$ cat src/rtl/regfile_pkg.sv
// regfile_pkg: shared register-file widths and the write-back entry type.
package regfile_pkg;
  localparam int REG_WIDTH  = 32;
  localparam int REG_ADDR_W = 5;
  typedef struct packed {
    logic [REG_ADDR_W-1:0] addr;
    logic [REG_WIDTH-1:0]  data;
  } wb_entry_t;
endpackage

$ cat src/rtl/regfile_wb_fifo.sv
// regfile_wb_fifo: circular FIFO with head/tail/count and an exposed storage view for lookup.
// Ports: clk_i, rst_ni (async active-low), clr_i (sync clear), push_i/pop_i, wdata_i,
//        full_o/empty_o/count_o status, head_o oldest-entry pointer, mem_o raw storage.
module regfile_wb_fifo #(
  parameter int W     = 37,
  parameter int DEPTH = 4
) (
  input  logic                         clk_i,
  input  logic                         rst_ni,
  input  logic                         clr_i,
  input  logic                         push_i,
  input  logic                         pop_i,
  input  logic [W-1:0]                 wdata_i,
  output logic                         full_o,
  output logic                         empty_o,
  output logic [$clog2(DEPTH):0]       count_o,
  output logic [$clog2(DEPTH)-1:0]     head_o,
  output logic [DEPTH-1:0][W-1:0]      mem_o
);
  localparam int PW = $clog2(DEPTH);
  localparam int CW = PW + 1;
  logic [PW-1:0] head_q, head_d, tail_q, tail_d;
  logic [CW-1:0] count_q, count_d;
  logic [DEPTH-1:0][W-1:0] mem_q;
  // Pointers are PW bits wide, so DEPTH being a power of two gives free modulo wrap.
  always_comb begin
    head_d  = clr_i ? '0 : head_q + PW'(pop_i);
    tail_d  = clr_i ? '0 : tail_q + PW'(push_i);
    count_d = clr_i ? '0 : count_q + CW'(push_i) - CW'(pop_i);
  end
  always_ff @(posedge clk_i or negedge rst_ni) begin
    if (!rst_ni) begin
      head_q  <= '0;
      tail_q  <= '0;
      count_q <= '0;
    end else begin
      head_q  <= head_d;
      tail_q  <= tail_d;
      count_q <= count_d;
    end
  end
  always_ff @(posedge clk_i) begin
    if (push_i && !clr_i) mem_q[tail_q] <= wdata_i;
  end
  assign full_o  = count_q == CW'(DEPTH);
  assign empty_o = count_q == '0;
  assign count_o = count_q;
  assign head_o  = head_q;
  assign mem_o   = mem_q;
endmodule

$ cat src/rtl/regfile_wb_buffer.sv
// regfile_wb_buffer: FIFO write-back buffer feeding a register-file write port, with pending-write lookup.
// Ports: clk_i, rst_ni (async active-low), flush_i; in_valid_i/in_ready_o/in_addr_i/in_data_i request side;
//        rf_busy_i stall, wr_enable_o/wr_addr_o/wr_data_o register-file side;
//        lookup_addr_i -> lookup_hit_o/lookup_data_o; count_o queued entries.
module regfile_wb_buffer
  import regfile_pkg::*;
#(
  parameter int WIDTH    = REG_WIDTH,
  parameter int ADDR_W   = REG_ADDR_W,
  parameter int DEPTH    = 4,
  parameter bit ZERO_REG = 1'b1
) (
  input  logic                   clk_i,
  input  logic                   rst_ni,
  input  logic                   flush_i,
  input  logic                   in_valid_i,
  output logic                   in_ready_o,
  input  logic [ADDR_W-1:0]      in_addr_i,
  input  logic [WIDTH-1:0]       in_data_i,
  input  logic                   rf_busy_i,
  output logic                   wr_enable_o,
  output logic [ADDR_W-1:0]      wr_addr_o,
  output logic [WIDTH-1:0]       wr_data_o,
  input  logic [ADDR_W-1:0]      lookup_addr_i,
  output logic                   lookup_hit_o,
  output logic [WIDTH-1:0]       lookup_data_o,
  output logic [$clog2(DEPTH):0] count_o
);
  localparam int PW = $clog2(DEPTH);
  localparam int CW = PW + 1;
  localparam int EW = ADDR_W + WIDTH;
  logic full, empty, push, pop, drop;
  logic [PW-1:0] head;
  logic [DEPTH-1:0][EW-1:0] mem;
  logic wr_en_q, wr_en_d;
  logic [ADDR_W-1:0] wr_addr_q, wr_addr_d;
  logic [WIDTH-1:0] wr_data_q, wr_data_d;
  logic [PW-1:0] idx;
  assign drop       = ZERO_REG && in_addr_i == '0;
  assign in_ready_o = rst_ni && !full;
  // Flush still acknowledges the request but nothing reaches the queue.
  assign push = in_valid_i && in_ready_o && !drop && !flush_i;
  assign pop  = !empty && !rf_busy_i && !flush_i;
  regfile_wb_fifo #(.W(EW), .DEPTH(DEPTH)) u_fifo (
    .clk_i   (clk_i),
    .rst_ni  (rst_ni),
    .clr_i   (flush_i),
    .push_i  (push),
    .pop_i   (pop),
    .wdata_i ({in_addr_i, in_data_i}),
    .full_o  (full),
    .empty_o (empty),
    .count_o (count_o),
    .head_o  (head),
    .mem_o   (mem)
  );
  always_comb begin
    wr_en_d   = pop;
    wr_addr_d = pop ? mem[head][EW-1:WIDTH] : wr_addr_q;
    wr_data_d = pop ? mem[head][WIDTH-1:0] : wr_data_q;
  end
  always_ff @(posedge clk_i or negedge rst_ni) begin
    if (!rst_ni) begin
      wr_en_q   <= 1'b0;
      wr_addr_q <= '0;
      wr_data_q <= '0;
    end else begin
      wr_en_q   <= wr_en_d;
      wr_addr_q <= wr_addr_d;
      wr_data_q <= wr_data_d;
    end
  end
  assign wr_enable_o = wr_en_q;
  assign wr_addr_o   = wr_addr_q;
  assign wr_data_o   = wr_data_q;
  // Walk from oldest to youngest so later matches overwrite earlier ones; output stage is oldest of all.
  always_comb begin
    lookup_hit_o  = wr_en_q && wr_addr_q == lookup_addr_i;
    lookup_data_o = lookup_hit_o ? wr_data_q : '0;
    idx           = head;
    for (int i = 0; i < DEPTH; i++) begin
      idx = head + PW'(i);
      if (CW'(i) < count_o && mem[idx][EW-1:WIDTH] == lookup_addr_i) begin
        lookup_hit_o  = 1'b1;
        lookup_data_o = mem[idx][WIDTH-1:0];
      end
    end
    if (ZERO_REG && lookup_addr_i == '0) begin
      lookup_hit_o  = 1'b0;
      lookup_data_o = '0;
    end
  end
endmodule

$ cat config.mk
export PLATFORM = sky130hd
export DESIGN_NAME = regfile_wb_buffer
export DESIGN_NICKNAME = d
export VERILOG_FILES = /design/src/rtl/regfile_pkg.sv /design/src/rtl/regfile_wb_fifo.sv /design/src/rtl/regfile_wb_buffer.sv
export SDC_FILE = /design/constraint.sdc
export NUM_CORES = 1
export LEC_CHECK = 0
export CELL_PAD_IN_SITES_DETAIL_PLACEMENT = 0
export CELL_PAD_IN_SITES_GLOBAL_PLACEMENT = 1
export CORE_ASPECT_RATIO = 1.4
export CORE_MARGIN = 1.5
export CORE_UTILIZATION = 47
export CTS_BUF_LIST = sky130_fd_sc_hd__clkbuf_8
export DETAILED_ROUTE_END_ITERATION = 10
export MAX_ROUTING_LAYER = met4
export PLACE_DENSITY = 0.93
export SYNTH_ARGS = -nofsm -noshare
export SYNTH_HDL_FRONTEND = slang
export SYNTH_SLANG_ARGS = --single-unit
export TNS_END_PERCENT = 50
$ cat constraint.sdc
create_clock -name clk_i -period 5.9 [get_ports clk_i]
set_input_delay 1.18 -clock clk_i [delete_from_list [all_inputs] [get_ports clk_i]]
set_output_delay 1.18 -clock clk_i [all_outputs]
set_load 0.05 [all_outputs]
==> impl_results.md <==
- Crit Reg-Reg Endpoint: u_fifo.mem_o[47]
- Reg2reg start: u_fifo.count_o[1]
- Top Usage Layer GRT: met2
- Die Y: 185.4 um
- Clk sinks: 193
- Fin. Hold Viols: 0
- Sequential cell area fraction in the yosys report: 49.85%
- EDFF count, synth: between 100 and 150
- Worst vdd rail ir drop: 0.2061 mV
- IO buf count: about 120
- Clock Path Buffers: 2
- Layout cells sized above 1: 19.85%
- Core Box Area: approximately 23,000 um2
- Status: complete, no violations
- Met2 track demand over resource: 41.60%
- GPL Wtd Cong: 0.8550
- Min cycle time layout: 5.415 ns
- Initial antenna violation count: 3
- Worst Path Class, Setup: flop to primary output
- Setup crit end: lookup_data_o[0]
- CP Launch Type: flop
- Syn Std Cell Area: 11,170 um2
- GRT Resource Usage Total: 23.87%
- Syn Inst Count: 1,012
- Simple-Gate Fraction of Synth Area: 11.30%
- Die area: ~25,000 um2
- Boundary pin count: 122
- Clk_lat worst skew: 0.48 ns
- Synth unique cells: 45
- Setup TNS: 0 ns
- Detail Placement HPWL: around 18,000 um
- Reg2reg setup slack: between 2 and 2.5 ns
- Least-Margin Pin Slew: 1.311 ns
- Average wire per standard cell: 20.11 um
- Detailed-route via count: 8,357
- Fmax: 184.7 MHz
- CP startpoint: u_fifo.head_o[0]
- Post-synthesis mux area share: 18.34%
- Slew Viols, Final: 0
- Synth Area in XOR/XNOR: 2.195%
- CP arrival: 4.23 ns
- Leak pwr: ~4.3 nW
- Max Clock Skew: 0.01401 ns
- Worst hold path class: flop to flop
- Vias per cell: between 5 and 6
- WP data required: 4.72 ns
- Adder-cell share of the synthesized area: 0.8511%
- Async set or reset register ratio after synthesis: roughly a quarter
- Reg2reg path depth: 6
- Routed wire length: approximately 28,000 um
- Detail Route Antenna Nets: 0
- Grt ovf: 0
- DRT Pass-1 Iters: 5
- Worst-path clk slew: 0.10 ns
- RSZ-0062 raised after global routing: false
- DRC: 0
- Main combinational cell family by area after synthesis: multiplexers
- Postcts setup bufs: 0
- Final setup vio count: 0
- CTS tree: built
- Met3 Use GR: 4.406%
- CP Max Fanout: 56
- Total power: 0.004318 W
- First-pass GRT wire length: 43,680 um
- H-tree Lvls: 4
- Pin count of the biggest net entering global routing: 98
- Rows: 66
- Synthesis-stage register bit count: 193
- Worst slew margin: 11.39%
- Max-cap violation count: 0
- CTS Hold Bufs: 0
- CTS Root Cell: clkbuf_8
- Ys Warns: 0
- Synthesis-to-finish area growth: 18.57%
- Period utilisation layout: 91.77%
- Crit end category: primary output
- Initial core utilization: 47.98%
- Drt first-iter violations: 513
- Num CTS Buffers: 17
- Die W: 133.3 um
- Compound-Gate Fraction of Synth Area: 13.48%
- Met1 usage: 27.73%
- CTS resizes: 0
- NumNets Final: around 1,100
- Top FF cell, synth: edfxtp_1
- Number of global-route vias before repair: around 8,000
- Syn Nets: 1,066
- Syn avg cell area: 11.04 um2
- Power Density: roughly 330 nW/um2
==> routing by layer <==
metal,wire length (um),vias to the layer above
met4,640,0
met2,14710,297
met3,1685,39
met5,0,-
met1,11260,4086
li1,-,3935
==> area by class of cell <==
| type | count | area (um2) |
|---|---|---|
| clock inverters | 14 | 116.4 |
| repair buffers | 143 | 1702 |
| diodes | 3 | 7.507 |
| flip-flops and latches | 193 | 5578 |
| fillers | 1971 | 10040 |
| clock buffers | 18 | 247.7 |
| well taps | 306 | 382.9 |
| multi-input cells | 723 | 5187 |
| inverters | 7 | 26.28 |
==> flip-flops by register name, indices dropped and copies added (netlist names) <==
name / count
wr_addr_o: 5
u_fifo.tail_q: 2
wr_enable_o: 1
u_fifo.count_o: 3
u_fifo.head_o: 2
wr_data_o: 32
u_fifo.mem_o: 148
==> through the flow <==
step,setup slack (ns),util [%],instances,cell area (um2),hold slack [ns]
global route,0.2411,56.89,1407,13250,0.5665
finish,0.4855,56.89,1407,13250,0.5240
CTS,0.4398,56.86,1404,13240,0.5282
detailed placement,0.5693,55.29,1372,12880,0.5057
floorplan,0.7275,-,1012,11180,0.5741
global placement,0.6048,55.29,1372,12880,0.4909
==> cells by family after synthesis <==
group                      after synthesis
adders and majority gates                7
buffers and inverters                   96
xor gates and xnor gates                28
muxes                                  161
AOI/OAI and AO/OA                      262
and+or+nand+nor                        265
DFF                                    193
==> worst min path at each step <==
| stage | from | endpoint | slack, ns | cells after the start |
|---|---|---|---|---|
| after floorplan | u_fifo.head_o[0] | u_fifo.head_o[0] | 0.57 | 2 |
| final | wr_data_o[6] | wr_data_o[6] | 0.52 | 2 |
| after detailed placement | wr_data_o[6] | wr_data_o[6] | 0.51 | 2 |
| after CTS | wr_data_o[12] | wr_data_o[12] | 0.53 | 2 |
| after global placement | wr_data_o[14] | wr_data_o[14] | 0.49 | 2 |
| after global routing | wr_data_o[2] | wr_data_o[2] | 0.57 | 2 |
==> cell usage after synthesis (3+ instances only) <==
cell type / number / area (um2)
a311oi_1: 26 / 227.7
and3_1: 5 / 31.28
nor2_1: 86 / 322.8
buf_1: 7 / 26.28
ha_1: 6 / 75.07
o211ai_1: 6 / 45.04
a21oi_1: 72 / 360.4
nand2b_1: 9 / 56.30
buf_4: 4 / 30.03
xnor2_1: 17 / 148.9
edfxtp_1: 148 / 4444
inv_1: 6 / 22.52
nand4_1: 3 / 18.77
nand2_1: 93 / 349.1
buf_6: 5 / 56.30
clkbuf_1: 48 / 180.2
o21ai_0: 115 / 575.6
buf_2: 25 / 125.1
o22ai_1: 26 / 162.7
a211oi_1: 6 / 45.04
dfrtp_1: 45 / 1126
nor3_1: 36 / 180.2
nor3_2: 20 / 200.2
mux4_2: 28 / 630.6
mux2i_1: 63 / 630.6
a31o_2: 6 / 52.55
mux2_2: 70 / 788.3
nor2b_1: 4 / 25.02
xor2_1: 11 / 96.34
==> layout by cell type, fill, tap and decap left out, types with 2 or more instances in the layout <==
cell type and n:
a211oi_1 6, a21oi_1 72, a311oi_1 26, a31o_2 6, and3_1 4, buf_12 33
buf_4 22, clkbuf_8 18, clkdlybuf4s50_1 87, clkinv_1 2, clkinvlp_4 3, dfrtp_1 43
dfrtp_4 2, diode_2 3, edfxtp_1 148, ha_1 6, inv_1 8, inv_6 4
mux2_2 70, mux2i_1 63, mux4_2 28, nand2_1 93, nand2b_1 9, nand4_1 3
nor2_1 84, nor2_4 2, nor2b_1 4, nor3_1 36, nor3_2 20, o211ai_1 6
o21ai_0 115, o22ai_1 26, xnor2_1 17, xor2_1 11
==> worst max-delay path, stage by stage, from the launching register on <==
cell	delay, ns
dfrtp_4	1.01
mux4_2	0.62
xnor2_1	0.16
nand4_1	0.11
a21o_1	0.46
nand2b_1	0.18
buf_4	0.36
o22ai_1	0.15
nor3_1	0.48
buf_12	0.21
==> report_power, final <==
part	total (W)	internal (W)	leakage [nW]	switching, W
combinational	0.00171	0.000677	2.22	0.00104
sequential	0.00178	0.00162	1.90	0.000168
clock	0.000820	0.000344	0.188	0.000476
total	0.00432	0.00264	4.31	0.00168
Power figures use the tool's default switching activity.
